$ cat src/rtl/gpio_serial_loader.sv
// gpio_serial_loader
//   Holds one configuration word per pad. On request, it shifts all words
//   into the daisy-chained pad control blocks and then strobes serial_load.
//   The word for pad NUM_IO-1 goes out first and pad 0 last. Each word is
//   sent MSB first, so after the shift every block holds its own word.
//
// Ports
//   mclk, reset          system clock; synchronous active-high reset
//   cfg_we/addr/wdata    shadow word write (honoured only while idle)
//   cfg_rdata            combinational readback, 0 for addr >= NUM_IO
//   start                single-cycle load request
//   busy, done           sequence in progress / one-cycle completion pulse
//   wr_err               sticky: write attempted while busy
//   serial_resetn        registered chain reset
//   serial_clock/data/load  chain shift clock, data into pad 0, load strobe
//
// state     | meaning
// ----------+---------------------------------------------------------------
// IDLE      | waiting for start (or the automatic load after reset)
// SHIFT     | CLK_DIV low / CLK_DIV high per bit, N bits total
// LOADGAP   | clock low, data held, CLK_DIV cycles before the strobe
// LOADPULSE | serial_load high for CLK_DIV cycles, then done
module gpio_serial_loader #(
  parameter int                       NUM_IO        = 8,
  parameter int                       PAD_CTRL_BITS = 12,
  parameter logic [PAD_CTRL_BITS-1:0] GPIO_DEFAULTS = 12'hC00,
  parameter int                       CLK_DIV       = 4,
  parameter bit                       AUTO_LOAD     = 1'b1,
  parameter int                       AW            = 3
) (
  input  logic                     mclk,
  input  logic                     reset,
  input  logic                     cfg_we,
  input  logic [AW-1:0]            cfg_addr,
  input  logic [PAD_CTRL_BITS-1:0] cfg_wdata,
  output logic [PAD_CTRL_BITS-1:0] cfg_rdata,
  input  logic                     start,
  output logic                     busy,
  output logic                     done,
  output logic                     wr_err,
  output logic                     serial_resetn,
  output logic                     serial_clock,
  output logic                     serial_data,
  output logic                     serial_load
);

  localparam int BW    = (PAD_CTRL_BITS > 1) ? $clog2(PAD_CTRL_BITS) : 1;
  localparam int DW    = (CLK_DIV > 1) ? $clog2(CLK_DIV) : 1;
  localparam int DEPTH = 1 << AW;

  localparam logic [DW-1:0] DIV_LAST   = DW'(CLK_DIV - 1);
  localparam logic [AW-1:0] WORD_FIRST = AW'(NUM_IO - 1);
  localparam logic [BW-1:0] BIT_FIRST  = BW'(PAD_CTRL_BITS - 1);

  typedef enum logic [1:0] {IDLE, SHIFT, LOADGAP, LOADPULSE} state_e;

  state_e                   state_q, state_d;
  logic [DW-1:0]            div_q, div_d;
  logic [AW-1:0]            word_q, word_d;
  logic [BW-1:0]            bitpos_q, bitpos_d;
  logic                     sclk_q, sclk_d;
  logic                     sdata_q, sdata_d;
  logic                     sload_q, sload_d;
  logic                     done_q, done_d;
  logic                     wr_err_q, wr_err_d;
  logic                     auto_q, auto_d;
  logic                     resetn_q;

  // Storage is sized to the full address space so cfg_addr indexes it
  // without width games. Entries at or above NUM_IO are never written and
  // never read back.
  logic [PAD_CTRL_BITS-1:0] shadow_q [DEPTH];
  logic [PAD_CTRL_BITS-1:0] shadow_d [DEPTH];

  logic addr_ok;
  logic idle;

  assign addr_ok = (32'(cfg_addr) < 32'(NUM_IO));
  assign idle    = (state_q == IDLE);

  assign cfg_rdata     = addr_ok ? shadow_q[cfg_addr] : '0;
  assign busy          = !idle;
  assign done          = done_q;
  assign wr_err        = wr_err_q;
  assign serial_resetn = resetn_q;
  assign serial_clock  = sclk_q;
  assign serial_data   = sdata_q;
  assign serial_load   = sload_q;

  always_comb begin
    shadow_d = shadow_q;
    if (cfg_we && idle && addr_ok) begin
      shadow_d[cfg_addr] = cfg_wdata;
    end
  end

  always_comb begin
    state_d  = state_q;
    div_d    = div_q;
    word_d   = word_q;
    bitpos_d = bitpos_q;
    sclk_d   = sclk_q;
    sdata_d  = sdata_q;
    sload_d  = sload_q;
    done_d   = 1'b0;
    wr_err_d = wr_err_q;
    auto_d   = auto_q;

    if (cfg_we && !idle) begin
      wr_err_d = 1'b1;
    end

    unique case (state_q)
      IDLE: begin
        if (start || auto_q) begin
          state_d  = SHIFT;
          auto_d   = 1'b0;
          wr_err_d = 1'b0;
          div_d    = DIV_LAST;
          word_d   = WORD_FIRST;
          bitpos_d = BIT_FIRST;
          sclk_d   = 1'b0;
          // Read through shadow_d so that a write in the start cycle is
          // reflected in the first bit.
          sdata_d  = shadow_d[WORD_FIRST][BIT_FIRST];
        end
      end

      SHIFT: begin
        if (div_q == '0) begin
          div_d = DIV_LAST;
          if (!sclk_q) begin
            sclk_d = 1'b1;
          end else begin
            // Falling edge: data advances in the same cycle as the clock drops.
            sclk_d = 1'b0;
            if (word_q == '0 && bitpos_q == '0) begin
              state_d = LOADGAP;
            end else begin
              if (bitpos_q == '0) begin
                word_d   = word_q - 1'b1;
                bitpos_d = BIT_FIRST;
              end else begin
                bitpos_d = bitpos_q - 1'b1;
              end
              sdata_d = shadow_q[word_d][bitpos_d];
            end
          end
        end else begin
          div_d = div_q - 1'b1;
        end
      end

      LOADGAP: begin
        if (div_q == '0) begin
          div_d   = DIV_LAST;
          sload_d = 1'b1;
          state_d = LOADPULSE;
        end else begin
          div_d = div_q - 1'b1;
        end
      end

      LOADPULSE: begin
        if (div_q == '0) begin
          sload_d = 1'b0;
          done_d  = 1'b1;
          state_d = IDLE;
        end else begin
          div_d = div_q - 1'b1;
        end
      end

      default: state_d = IDLE;
    endcase
  end

  always_ff @(posedge mclk) begin
    if (reset) begin
      state_q  <= IDLE;
      div_q    <= '0;
      word_q   <= '0;
      bitpos_q <= '0;
      sclk_q   <= 1'b0;
      sdata_q  <= 1'b0;
      sload_q  <= 1'b0;
      done_q   <= 1'b0;
      wr_err_q <= 1'b0;
      auto_q   <= AUTO_LOAD;
      resetn_q <= 1'b0;
      shadow_q <= '{default: GPIO_DEFAULTS};
    end else begin
      state_q  <= state_d;
      div_q    <= div_d;
      word_q   <= word_d;
      bitpos_q <= bitpos_d;
      sclk_q   <= sclk_d;
      sdata_q  <= sdata_d;
      sload_q  <= sload_d;
      done_q   <= done_d;
      wr_err_q <= wr_err_d;
      auto_q   <= auto_d;
      resetn_q <= 1'b1;
      shadow_q <= shadow_d;
    end
  end

endmodule

$ cat config.mk
export PLATFORM = sky130hd
export DESIGN_NAME = gpio_serial_loader
export DESIGN_NICKNAME = d
export VERILOG_FILES = /design/src/rtl/gpio_serial_loader.sv
export SDC_FILE = /design/constraint.sdc
export NUM_CORES = 1
export LEC_CHECK = 0
export BUFFER_PORTS_ARGS = -buffer_cell sky130_fd_sc_hd__clkbuf_2
export CORE_AREA = 2 2 147 149
export DETAILED_ROUTE_END_ITERATION = 6
export DIE_AREA = 0 0 149 151
export PLACE_DENSITY = 0.48
export SLEW_MARGIN = 20
export SYNTH_ARGS = -nofsm -noshare
export SYNTH_HDL_FRONTEND = slang
export SYNTH_SLANG_ARGS = --single-unit
$ cat constraint.sdc
create_clock -name mclk -period 2.6 [get_ports mclk]
set_clock_uncertainty 0.2 [all_clocks]
set_input_delay 0.13 -clock mclk [delete_from_list [all_inputs] [get_ports mclk]]
set_output_delay 0.13 -clock mclk [all_outputs]
set_load 0.01 [all_outputs]
==> metrics.txt, run 1 <==
1st-iter DRT viols 435; dpl hpwl 16,000 um; first-pass GRT wire length between 30,000 and 40,000 um; initial antenna violation count 0; core area 20,800 um^2; initial core utilization between 20 and 30%; Post-Place Worst Slack -0.179 ns; clk_lat worst skew 0.42 ns; Slew @ Worst Pin 0.656 ns; Worst Path Arrival 2.72 ns; Max transition margin 55.9%; CP Class reg2reg; Final Cycle Share 101%; commonest cells after routing, fill and taps aside nand2_1, dfxtp_1, a21oi_1, buf_4, nor2_1; Final setup viols 1; Pleak 3.05 nW; number of synthesized flops with an enable pin 0; Max Freq 379 MHz; post-synth cell types 55; fin worst setup slack -0.0361 ns; placer congestion estimate 0.904; fillers 2,175; CTS clock-pin slew for the worst setup and hold paths 0.06 ns; fraction of layout cells with a size suffix above 1 24.1%; TritonCTS buffer count 17; Routed Antenna Nets 0; fraction of registers with async set/reset 0%; pwr/cell area 1100 nW/um^2; Remaining Overflow, GRT 0; failing checks setup timing; # diodes 0; Startpoint Class flop; Pre-antenna DRT Iters 5; Clock Path Buffers 2; Req. time, crit path 2.69 ns; via count ~5.8k; top_reg_cell synth dfxtp_1; status finished, violations left; final WL 22,300 um; MaxCap Viol Count 0; Slew Viols, Final 0; root buffer cell clkbuf_16; Die Ht 151 um; setup tns final -0.0361 ns; largest net degree at the start of global routing 48; htree depth 4; die span in x 149 um; Fin. Hold Viols 0; synthesized area 6140 um^2; Layout area overhead 29.4%; syn_area_per_cell slightly above 8 um^2; via count of the first global-routing pass about 5.5k; flops & latches, synth ~110; CP Max Fanout 7; most common cell after layout, fill and taps aside nand2_1; area share of the leading cell type in the synthesized netlist 37.2%; CTS tree built; CP Capture Type flop; Syn Nets 775; total track usage 20.6%; worst vdd ir 0.505 mV; Syn Inst Count 747; Hold Path Class in2reg; die area 22,500 um^2; vias per inst 5.21; port bufs 37; Top Ports 38; min Tclk post-route 2.64 ns; CTS Sinks 114; nets 857; placed inst area approximately 7000 um^2; site row count 53; final core occ 38.2%; Finished Cell Area between 7000 and 8000 um^2; top post-synthesis cells by area dfxtp_1, nand2_1, mux4_2; DR WL/cell 19.9 um; sequential element share of the synthesized area 37.2%; RSZ-0062 raised after global routing yes; YS warnings 0; Synth area leader dfxtp_1; DRC 0
==> power breakdown <==
| group | switching [mW] | internal, mW | leakage [nW] |
|---|---|---|---|
| sequential | 0.153 | 1.92 | 0.926 |
| clock | 0.882 | 1.63 | 0.300 |
| combinational | 2.16 | 2.03 | 1.83 |
| total | 3.19 | 5.58 | 3.05 |
==> layer usage <==
metal	vias to the layer above	part of all wire [%]	global-route usage, %
met4	0	2.4	7.57
met1	2805	46	27.6
met3	27	5.0	3.49
met5	-	0	0
met2	190	47	33.3
li1	2794	-	-
==> sequential cells by signal, indices dropped and copies added, names as in the netlist, 2 cells and up <==
name and flops:
shadow_q 96, bitpos_q 4, word_q 3, div_q 2
state_q 2
==> worst max-delay path, stage by stage (launching register included) <==
cell	delay [ns]
dfxtp_2	0.32
inv_2	0.07
ha_4	0.14
and4bb_4	0.28
xor2_4	0.17
buf_12	0.14
mux4_2	0.49
nand2_1	0.07
a21boi_0	0.13
o41ai_2	0.38
a31oi_1	0.12
==> per-stage QoR <==
stage | hold WS (ns) | cells | total power [mW]
after floorplan | 0.155 | 747 | 4.38
after global placement | 0.264 | 1061 | 5.73
after detailed placement | 0.267 | 1061 | 5.74
after CTS | 0.146 | 1116 | 8.77
after global routing | 0.188 | 1116 | 9.29
final | 0.151 | 1116 | 8.77
==> timing repair <==
item                       in CTS  in global routing
hold endpoints to repair       97                  0
gates cloned                    2                  0
hold buffers                   15                  0
gates resized for setup         9                  9
pin swaps                       5                  1
setup buffers                   7                  0
setup endpoints to repair       1                  2
==> cells in the mapped netlist (all sizes together) (3+ instances only) <==
library cell,count
buf,15
and3,8
a311oi,4
nor3,6
ha,9
a211oi,10
mux4,24
mux2,9
nor3b,3
inv,17
a31oi,4
o2111ai,3
o21ai,18
nand3,25
a32oi,3
nor2b,6
dfxtp,114
nand2,186
o211ai,4
a21oi,82
nor2,56
a221oi,12
mux2i,44
o22ai,5
clkbuf,50
==> cells by family after synthesis <==
family	count (synthesis)	synth area share, %
flip-flops	114	37.2
XOR/XNOR	3	0.856
buffers and inverters	82	5.52
AO/OA/AOI/OAI	161	16.3
adder cells (fa/ha/maj)	9	1.83
AND/OR/NAND/NOR	301	20.6
multiplexers	77	17.7
==> path summary, 6_finish.rpt <==
check / from / end / slack, ns / cells after the start
worst max-delay path: bitpos_q[1] / serial_data / -0.04 / 10
worst min-delay path: cfg_addr[2] / shadow_q[90] / 0.15 / 5
worst max register to register: bitpos_q[1] / serial_data / -0.04 / 10
worst min register to register: shadow_q[4] / shadow_q[4] / 0.27 / 2
==> layout make-up <==
cell class / instances / area [um^2] / area share (%)
inverter: 17 / 66.3 / 0.835
multi-input combinational: 551 / 3610 / 45.4
sequential: 114 / 2290 / 28.8
clock buffer: 19 / 443 / 5.57
tap: 275 / 344 / 4.33
clock inverter: 12 / 180 / 2.27
timing repair buffer: 128 / 1020 / 12.8
(Power assumes the default switching activity.)
==> run 2, diff against run 1 <==
Settings changed: ABC_AREA set to 1, BUFFER_PORTS_ARGS -buffer_cell sky130_fd_sc_hd__clkbuf_2 to -buffer_cell sky130_fd_sc_hd__buf_2, CORE_AREA 2 2 147 149 to 2 2 145 147, DIE_AREA 0 0 149 151 to 0 0 147 149.
==> run 2 against run 1 <==
Net effect:
- the run now ends clean
- sequential share of layout area grew 1.7 points
- via count up 4.2%
- setup slack improved by 0.30 ns
- routed wire length fell by 4.2%
- combinational power is 9.5% higher
- die area decreased by 2.6%
- worst hold slack worse by 0.12 ns
- sequential power about the same
- synthesized cell count grew 15%
- power up 5.3%
- non-clock buffer count is 43 lower
- critical endpoint is now shadow_q[52]
- largest cell class unchanged
- largest power group unchanged
==> metrics.txt, run 2 <==
internal power 5.35 mW; part of the power in registers between 20% and 30%; Max transition margin 51.7%; cell with the most instances after synthesis nand2_1; # diodes 0; Pre-antenna DRT Iters 6; Synth area leader dfxtp_1; largest net degree at the start of global routing 96; die area 21,900 um^2; RSZ-0062 raised after global routing no; MaxCap Viol Count 0; core area between 20,000 and 25,000 um^2; setup tns final 0 ns; port bufs 37; Critical Path Source state_q[0]; vias per inst 5.03; Slew @ Worst Pin 0.724 ns; initial antenna violation count 0; CP Cell Sequence inv_1, ha_1, nand2_1, nor2_1, inv_1, o21ai_0, a21oi_1; status finished, final reports clean; worst vdd ir 0.598 mV; final WL 21,300 um; via count 6,059; most common cell after layout, fill and taps aside nand2_1; Remaining Overflow, GRT 0; initial core utilization 29.2%; Fin. Hold Viols 0; post-placement cell count between 1k and 1.5k; Req. time, crit path 2.75 ns; total track usage 20.2%; via count of the first global-routing pass around 6.0k; hold_sp cfg_addr[2]; fillers approximately 2.2k; placed inst area 6640 um^2; Finished Cell Area approximately 7500 um^2; DRC 0; Syn Inst Count 860; CP Max Fanout 21; CP Class reg2reg; Worst Path Arrival 2.49 ns; clk_lat worst skew 0.43 ns; Slew Viols, Final 0; Final setup viols 0; part of the power in the clock network 28.1%; area share of the leading cell type in the synthesized netlist 38.0%; placer congestion estimate 0.816; CTS clock-pin slew for the worst setup and hold paths around 0.060 ns; critical path's slowest cell inv_1; nets between 900 and 1k; CP Capture Type flop; post-synth cell types 44; site row count 53; number of synthesized flops with an enable pin 0; top post-synthesis cells by area dfxtp_1, nand2_1, nand3_1; Top Ports 38; die span in x about 150 um; Hold Path Class in2reg; sequential element share of the synthesized area 38.0%; fraction of registers with async set/reset 0%; CTS tree built; htree depth 4; top_reg_cell synth dfxtp_1; top cells by count, synth nand2_1, dfxtp_1, nand3_1; net switching power around 3.9 mW; Die Ht 149 um; Logic pwr share 49.7%; synthesized area 6010 um^2; 1st-iter DRT viols 514; Final Cycle Share 89.9%; Most flops, register shadow_q; Routed Antenna Nets 0; CTS Sinks 114; first-pass GRT wire length 34,000 um; biggest regs shadow_q: 96 flops, bitpos_q: 4 flops, word_q: 3 flops; Clock Path Buffers 2; CP peak stage delay 0.56 ns; commonest cells after routing, fill and taps aside nand2_1, dfxtp_1, nand3_1, inv_1, o21ai_0; flops & latches, synth 114; post-route insts no fill 1,204; min Tclk post-route 2.34 ns; Startpoint Class flop; max reg flops 96; Pleak 3.16 nW; Syn Nets 888; dpl hpwl 13,900 um; fraction of layout cells with a size suffix above 1 14.3%; Top delay family on crit path buffers and inverters; pwr/cell area 1240 nW/um^2; worst path bufs/invs 2; YS warnings 0; cell mode on critical path inv_1; syn_area_per_cell 6.99 um^2; sw frac 42.0%; DR WL/cell 17.7 um; Max Freq 428 MHz; root buffer cell clkbuf_16; Tot Pwr between 9 and 10 mW; Reg2Reg Launch Point state_q[0]; TritonCTS buffer count 17; Layout area overhead 24.4%
==> run 2: cell types whose count changed in the layout (fill, tap and decap cells not counted), sizes merged, moves of 9 or more <==
cell    previous run  this run
nor2              56        44
nand2            186       171
o22ai              5        15
a221oi            12        21
inv               20       116
clkbuf            55        21
mux2               9         0
o21ai             18        90
mux4              24         0
a211oi            10         1
mux2i             44         1
nand3             25       115
==> run 2: worst paths after layout <==
| kind | to | slack, ns | cells past startpoint |
|---|---|---|---|
| max | shadow_q[52] | 0.26 | 7 |
| min | shadow_q[59] | 0.03 | 6 |
| min reg2reg | auto_q | 0.25 | 2 |
| max reg2reg | shadow_q[52] | 0.26 | 7 |
==> run 2: cell families (layout without fill, tap and decap cells) <==
| family | count (synthesis) | count (layout) | share of synthesized area, % |
|---|---|---|---|
| buf+inv | 164 | 233 | 11.3 |
| flops | 114 | 114 | 38.0 |
| compound gates | 228 | 228 | 21.8 |
| fa+ha+maj | 9 | 9 | 1.87 |
| xor+xnor | 2 | 2 | 0.729 |
| simple gates | 342 | 342 | 26.1 |
| mux | 1 | 1 | 0.166 |
==> run 2: through the flow <==
stage	worst slack [ns]	utilization [%]	hold slack, ns
after floorplan	0.389	-	0.00847
after global placement	0.112	32.3	0.229
after detailed placement	0.0970	32.3	0.236
after CTS	0.0762	36.2	0.0255
after global routing	0.00625	36.4	0.0935
final	0.261	36.4	0.0312
==> run 2: power groups by stage <==
stage,Clock (mW),Combinational (mW),Sequential (mW)
after global routing,2.70,5.11,2.07
final,2.60,4.59,2.05
after floorplan,0,3.13,2.07
after global placement,0,4.44,2.08
after CTS,2.63,4.47,2.04
after detailed placement,0,4.43,2.08
==> run 2: routing by layer <==
layer	track usage (%)	part of all wire (%)	routed length, um	vias to the layer above
met5	0	0	0	-
met4	6.78	2.2	468	0
met3	3.85	5.2	1110	30
met2	32.5	45	9640	180
met1	27.4	47	10100	2845
li1	-	-	-	3004
==> run 2: final cells by class <==
cell class / count / area [um^2] / area share (%)
well taps: 275 / 344 / 4.60
clock buffers: 21 / 460 / 6.16
clock inverters: 10 / 181 / 2.43
flip-flops and latches: 114 / 2280 / 30.5
inverters: 117 / 440 / 5.89
multi-input cells: 582 / 3080 / 41.2
repair buffers: 85 / 686 / 9.17
==> run 2: what timing repair did <==
action / 4_1_cts / 5_1_grt
hold endpoints to repair: 110 / 0
hold buffers: 16 / 0
gates resized for setup: 0 / 3
setup endpoints to repair: 0 / 1
buffers inserted: 0 / 2
==> run 2: worst reg2reg max path: cells and delay by family, from the launching register on <==
family / cells / cell delay (ns)
AOI/OAI and AO/OA: 2 / 0.30
adders and majority gates: 1 / 0.26
buffers and inverters: 2 / 0.65
DFF: 1 / 0.35
and+or+nand+nor: 2 / 0.48
==> run 3, diff against run 2 <==
Settings changed: CAP_MARGIN set to 30, GPL_TIMING_DRIVEN set to 0, REMOVE_ABC_BUFFERS set to 1.
==> run 3 against run 2 <==
Net effect:
- first-iteration DRC count is 43% higher
- cell area is 4.3% higher
- core utilization grew 1.6 points
- power up 13%
- sequential power barely moved
==> metrics.txt, run 3 (synthesis gave the netlist of run 2 again) <==
final WL roughly 24,000 um; total track usage roughly a fifth; Max Freq 411 MHz; CP Max Fanout 11; hold depth 6; max reg flops 96; status finished, final reports clean; core area 20,600 um^2; Req. time, crit path 2.71 ns; Critical Path Source state_q[1]; final core occ 37.9%; CP Capture Type flop; Remaining Overflow, GRT 0; initial core utilization 29.2%; Most flops, register shadow_q; Slew Viols, Final 0; biggest regs shadow_q: 96 flops, bitpos_q: 4 flops, word_q: 3 flops; Slew @ Worst Pin 0.947 ns; Layout area overhead 29.7%; R2R Setup Slk about 0.17 ns; CTS clock-pin slew for the worst setup and hold paths approximately 0.06 ns; placed inst area 6380 um^2; via count ~6.3k; CP Class reg2reg; initial antenna violation count 0; Reg2Reg Launch Point state_q[1]; DRC 0; die area 21,900 um^2; CTS tree built; fraction of layout cells with a size suffix above 1 17.9%; fillers 2,201; die span in x 147 um; clk_lat worst skew 0.42 ns; crit path to shadow_q[85]; worst r2r path cells 7; nets 949; via count of the first global-routing pass 5,593; port bufs 37; Tot Pwr roughly 10 mW; Die Ht 149 um; pwr/cell area approximately 1300 nW/um^2; Hold Path Class in2reg; post-placement cell count about 1.1k; Startpoint Class flop; Top Ports 38; TritonCTS buffer count 17; commonest cells after routing, fill and taps aside nand2_1, dfxtp_1, nand3_1, inv_1, o21ai_0; root buffer cell clkbuf_16; min Tclk post-route roughly 2.4 ns; site row count 53; dpl hpwl about 13,000 um; Worst Path Arrival 2.54 ns; RSZ-0062 raised after global routing no; DR WL/cell 19.9 um; Max transition margin 36.5%; # diodes 0; first-pass GRT wire length ~33,000 um; reg-to-reg endpoint shadow_q[85]; worst vdd ir 0.699 mV; htree depth 4; largest net degree at the start of global routing 83; Pleak 3.21 nW; Clock Path Buffers 2; Finished Cell Area 7800 um^2; placer congestion estimate 0.789; CTS Sinks between 100 and 150; MaxCap Viol Count 0; Routed Antenna Nets 0; 1st-iter DRT viols 733; vias per inst 5.22; Final setup viols 0; Fin. Hold Viols 0; most common cell after layout, fill and taps aside nand2_1; Final Cycle Share 93.5%; post-route insts no fill 1,209; Pre-antenna DRT Iters 6
[run 3: how the worst min path moves through the flow]
stage / startpoint / to / slack [ns]
4_1_cts: cfg_addr[2] / shadow_q[58] / 0.15
2_1_floorplan: reset / serial_data / -0.008
3_5_place_dp: cfg_we / wr_err / 0.21
5_1_grt: cfg_addr[2] / shadow_q[58] / 0.23
3_3_place_gp: cfg_we / wr_err / 0.21
6_report: cfg_addr[2] / shadow_q[58] / 0.19
[run 3: stage by stage]
step                hold WS (ns)  setup TNS (ns)  worst slack (ns)
floorplan               -0.00756               0             0.318
finish                     0.194               0             0.169
global route               0.232               0            0.0124
CTS                        0.150          -0.277           -0.0371
detailed placement         0.213           -4.60            -0.754
global placement           0.210          -89.77             -1.36
[run 3: final cells by class]
type / instances / area (um^2) / share of cell area [%]
multi-input combinational: 588 / 3330 / 42.7
sequential: 114 / 2290 / 29.3
timing repair buffer: 78 / 624 / 8.00
inverter: 117 / 465 / 5.97
clock buffer: 18 / 429 / 5.50
tap: 275 / 344 / 4.41
clock inverter: 14 / 283 / 3.63
timing repair inverter: 5 / 37.5 / 0.481
[run 3: layer usage]
| layer | global-route usage [%] | vias to the layer above | routed length (um) |
|---|---|---|---|
| met1 | 28.2 | 3023 | 11300 |
| met5 | 0 | - | 0 |
| li1 | - | 3026 | - |
| met3 | 3.98 | 28 | 1690 |
| met2 | 31.2 | 237 | 10700 |
| met4 | 4.76 | 0 | 350 |
[run 3: repair_timing]
| item | 4_1_cts | 5_1_grt |
|---|---|---|
| pin swaps | 4 | 10 |
| setup endpoints to repair | 19 | 67 |
| hold endpoints to repair | 109 | 0 |
| hold buffers | 16 | 0 |
| cloned | 2 | 10 |
| buffers inserted | 7 | 12 |
| gates resized for setup | 10 | 47 |
[run 3: critical path, cell delays in order (launching register included)]
cell	delay, ns
dfxtp_1	0.33
inv_1	0.10
ha_1	0.28
nand2_2	0.30
nor2_4	0.35
clkinvlp_4	0.41
o21ai_0	0.28
a21oi_1	0.06
[run 3: power by group]
| group | leakage [nW] | internal (mW) | total (mW) | switching (mW) |
|---|---|---|---|---|
| registers | 0.929 | 1.94 | 2.07 | 0.134 |
| logic | 1.94 | 1.90 | 5.44 | 3.54 |
| clock network | 0.341 | 1.99 | 2.91 | 0.921 |
| total | 3.21 | 5.83 | 10.4 | 4.59 |
